==> src/rtl/sipo_rx.sv <==
// Serial-in parallel-out receiver: assembles WIDTH-bit words from a gated serial
// stream and holds each one in an output register with a valid/ack handshake.
module sipo_rx #(
    parameter int unsigned WIDTH     = 4,
    parameter bit          MSB_FIRST = 1'b1
) (
    input  logic                     clk,
    input  logic                     clr,
    input  logic                     sin,
    input  logic                     sel,
    input  logic                     d_ack,
    output logic [WIDTH-1:0]         d_out,
    output logic                     d_valid,
    output logic                     busy,
    output logic [$clog2(WIDTH)-1:0] bit_cnt,
    output logic                     overrun
);

    localparam int unsigned CW = $clog2(WIDTH);
    localparam logic [CW-1:0] LastCnt = CW'(WIDTH - 1);

    typedef enum logic [0:0] {StIdle, StShift} state_e;

    state_e           state;
    logic [WIDTH-1:0] shreg;
    logic [WIDTH-1:0] shifted;
    logic             complete;

    always_comb begin
        shifted = shreg;
        if (MSB_FIRST) begin
            shifted = {shreg[WIDTH-2:0], sin};
        end else begin
            shifted = {sin, shreg[WIDTH-1:1]};
        end
        // The edge sampling the last bit completes the word, including that bit.
        complete = sel && (state == StShift) && (bit_cnt == LastCnt);
    end

    always_ff @(posedge clk) begin
        if (clr) begin
            state   <= StIdle;
            shreg   <= '0;
            bit_cnt <= '0;
            d_out   <= '0;
            d_valid <= 1'b0;
            overrun <= 1'b0;
        end else begin
            if (sel) begin
                shreg <= shifted;
                unique case (state)
                    StIdle: begin
                        state   <= StShift;
                        bit_cnt <= CW'(1);
                    end
                    StShift: begin
                        if (bit_cnt == LastCnt) begin
                            state   <= StIdle;
                            bit_cnt <= '0;
                        end else begin
                            bit_cnt <= bit_cnt + 1'b1;
                        end
                    end
                    default: begin
                        state   <= StIdle;
                        bit_cnt <= '0;
                    end
                endcase
            end

            if (complete) begin
                if (!d_valid || d_ack) begin
                    d_out   <= shifted;
                    d_valid <= 1'b1;
                end else begin
                    overrun <= 1'b1;
                end
            end else if (d_ack) begin
                d_valid <= 1'b0;
            end
        end
    end

    assign busy = (state == StShift);

endmodule

==> config.mk <==
export PLATFORM = sky130hd
export DESIGN_NAME = sipo_rx
export DESIGN_NICKNAME = d
export VERILOG_FILES = /design/src/rtl/sipo_rx.sv
export SDC_FILE = /design/constraint.sdc
export NUM_CORES = 1
export LEC_CHECK = 0
export BUFFER_PORTS_ARGS = -buffer_cell sky130_fd_sc_hd__buf_4
export CORE_AREA = 2 2 39 41
export CTS_CLUSTER_DIAMETER = 120
export DETAILED_ROUTE_END_ITERATION = 7
export DIE_AREA = 0 0 41 43
export SLEW_MARGIN = 10
export SYNTH_ARGS = -nofsm -noshare
export SYNTH_HDL_FRONTEND = slang
export SYNTH_SLANG_ARGS = --single-unit
==> constraint.sdc <==
create_clock -name clk -period 1.5 [get_ports clk]
set_input_delay 0.225 -clock clk [delete_from_list [all_inputs] [get_ports clk]]
set_output_delay 0.225 -clock clk [all_outputs]
set_load 0.05 [all_outputs]
==> results.sh <==
export IMPL_core_area_um2=1380
export IMPL_setup_viol=0
export IMPL_syn_nets=54
export IMPL_cts_made_buffers=3
export IMPL_clk_latency_ns=0.27
export IMPL_status="complete, no violations"
export IMPL_via_per_inst=4.90
export IMPL_firstDrtPassIters=4
export IMPL_grt_max_degree=13
export IMPL_endpoint_kind="flop"
export IMPL_rsz0062_at_grt="false"
export IMPL_finClkSkew_ns=0.00438
export IMPL_hold_depth=2
export IMPL_gp_congestion=0.741
export IMPL_ctsLongestPathBuffers=2
export IMPL_start_util=0.351
export IMPL_die_y_um=43
export IMPL_fin_nets=69
export IMPL_root_buffer="clkbuf_4"
export IMPL_min_period_over_period=0.862
export IMPL_antenna_cells=0
export IMPL_via_count=377
export IMPL_grt_antenna_before_repair=0
export IMPL_cp_slowest_cell="or3b_1"
export IMPL_yosysWarningCount=0
export IMPL_yosys_area_top_type="dfxtp_1"
export IMPL_final_core_util=0.433
export IMPL_setup_tns_final_ns=0
export IMPL_h_tree_depth=1
export IMPL_path_clk_slew_ns=0.07
export IMPL_dieArea_um2=1760
export IMPL_avgSynthCellArea_um2=10.1
export IMPL_drive_gt1_frac=0.311
export IMPL_slew_limit_headroom=0.646
export IMPL_drt_iter0_markers=6
export IMPL_cp_arrival_ns=1.50
export IMPL_synth_cell_types=17
export IMPL_cts_tree="yes"
export IMPL_cts_hold_buf=0
export IMPL_postCtsSetupBuffers=0
export IMPL_grt_total_usage=0.113
export IMPL_ys_seq_elements=12
export IMPL_antenna_left=0
export IMPL_slew_violations=0
export IMPL_chipWidth_um=41
export IMPL_cap_violations=0
export IMPL_syn_area_um2=485
export IMPL_min_path_type="in -> reg"
export IMPL_overflow=0
export IMPL_ir_drop_mv=0.464
export IMPL_cp_required_ns=1.70
export IMPL_portBuffers=13
export IMPL_fin_area_um2=599
export IMPL_grt_pass1_vias=309
export IMPL_ys_seq_area_frac=0.495
export IMPL_routed_wl_um=829
export IMPL_slowest_delay_ns=0.37
export IMPL_power_density_nw_per_um2=971
export IMPL_post_cts_resized=0
export IMPL_cts_sinks=12
export IMPL_max_freq_ghz=0.773
export IMPL_worst_pin_slew_ns=0.530
export IMPL_yosys_top_cells_area="dfxtp_1 (49%), or3b_1 (7.2%), mux2i_1 (6.2%), o21ai_0 (6.2%), nor2_1 (5.4%)"
export IMPL_hold_violations=0
export IMPL_post_route_min_period_ns=1.29
export IMPL_nFillCells=137
export IMPL_row_count=14
export IMPL_path_cells="ha_1 -> nand3_4 -> or3b_1 -> a21oi_1"
export IMPL_netlist_area_leader_share=0.495
export IMPL_area_growth_pct=23.5
export IMPL_io_pins=14
export IMPL_wl_per_cell_um=10.8
export IMPL_startpoint_type="flop"
export IMPL_drc=0
export IMPL_dpl_cell_area_um2=577
export IMPL_grt_pass1_wl_mm=1.30
export IMPL_post_synth_inst_count=48
export IMPL_crit_type="reg -> reg"
export IMPL_reg2regPathDepth=4
export IMPL_leakagePower_uw=0.000242
export IMPL_worstPathMaxFanout=9
where the power goes:
group          switching [uW]  total (uW)  internal [uW]
Clock                    96.3         189           92.7
Sequential               8.58         336            327
Combinational            35.6        57.3           21.7
Total                     141         582            441
cell families after synthesis:
kind of cell    Yosys count  synth area share
simple gates             15             0.198
compound gates           14             0.160
flops                    12             0.495
buf+inv                   3            0.0593
mux                       3            0.0619
fa+ha+maj                 1            0.0258
state kept, by name, summed over array words and instances, names as in the netlist:
name,flops
bit_cnt,2
busy,1
d_out,4
d_valid,1
overrun,1
shreg,3
layer usage:
layer | part of all wire | track usage | up-vias | wire (um)
met5 | 0 | 0 | - | 0
met3 | 0.047 | 0.0157 | 2 | 39
met2 | 0.44 | 0.138 | 12 | 367
met1 | 0.49 | 0.154 | 161 | 407
met4 | 0.017 | 0.120 | 0 | 14
li1 | - | - | 202 | -
placed cells by master (no fill, tap or decap), drive strengths merged:
cell    instances
buf            13
dfxtp          12
nor2            7
o21ai           6
a21oi           5
or3b            4
mux2i           3
clkbuf          3
nand3           2
nor2b           1
o211ai          1
a31oi           1
nand2b          1
a41oi           1
ha              1
final timing paths:
| kind | startpoint | to | slack [ns] |
|---|---|---|---|
| hold reg to reg | d_out[2] | d_out[2] | 0.48 |
| setup / recovery | bit_cnt[0] | d_out[3] | 0.21 |
| setup reg to reg | bit_cnt[0] | d_out[3] | 0.21 |
| hold / removal | clr | bit_cnt[0] | 0.21 |
synthesized netlist by cell type (all sizes together):
cell type	instances
or3b	4
dfxtp	12
clkbuf	1
o21ai	6
o211ai	1
a31oi	1
mux2i	3
ha	1
buf	2
a41oi	1
nand2b	1
nand3	2
a21oi	5
nor2b	1
nor2	7
final cells by class:
cell class | count | area, um2 | area share
Clock buffer | 3 | 22.5 | 0.0376
Multi-Input combinational cell | 33 | 216 | 0.361
Sequential cell | 12 | 243 | 0.405
Tap cell | 16 | 20.0 | 0.0334
Timing Repair Buffer | 13 | 97.6 | 0.163
critical path, delay by kind of cell (launching register included):
| kind | cells | cell delay [ns] |
|---|---|---|
| flops | 1 | 0.35 |
| fa+ha+maj | 1 | 0.25 |
| simple gates | 2 | 0.50 |
| compound gates | 1 | 0.13 |
per-stage QoR:
stage | setup WS (ns) | hold slack (ns) | instances | total power [uW]
after global routing | 0.0592 | 0.218 | 77 | 607
final | 0.206 | 0.208 | 77 | 582
after CTS | 0.205 | 0.200 | 77 | 597
after floorplan | 0.0639 | 0.287 | 48 | 379
after global placement | 0.254 | 0.466 | 74 | 400
after detailed placement | 0.220 | 0.467 | 74 | 400
(Power assumes the default switching activity.)
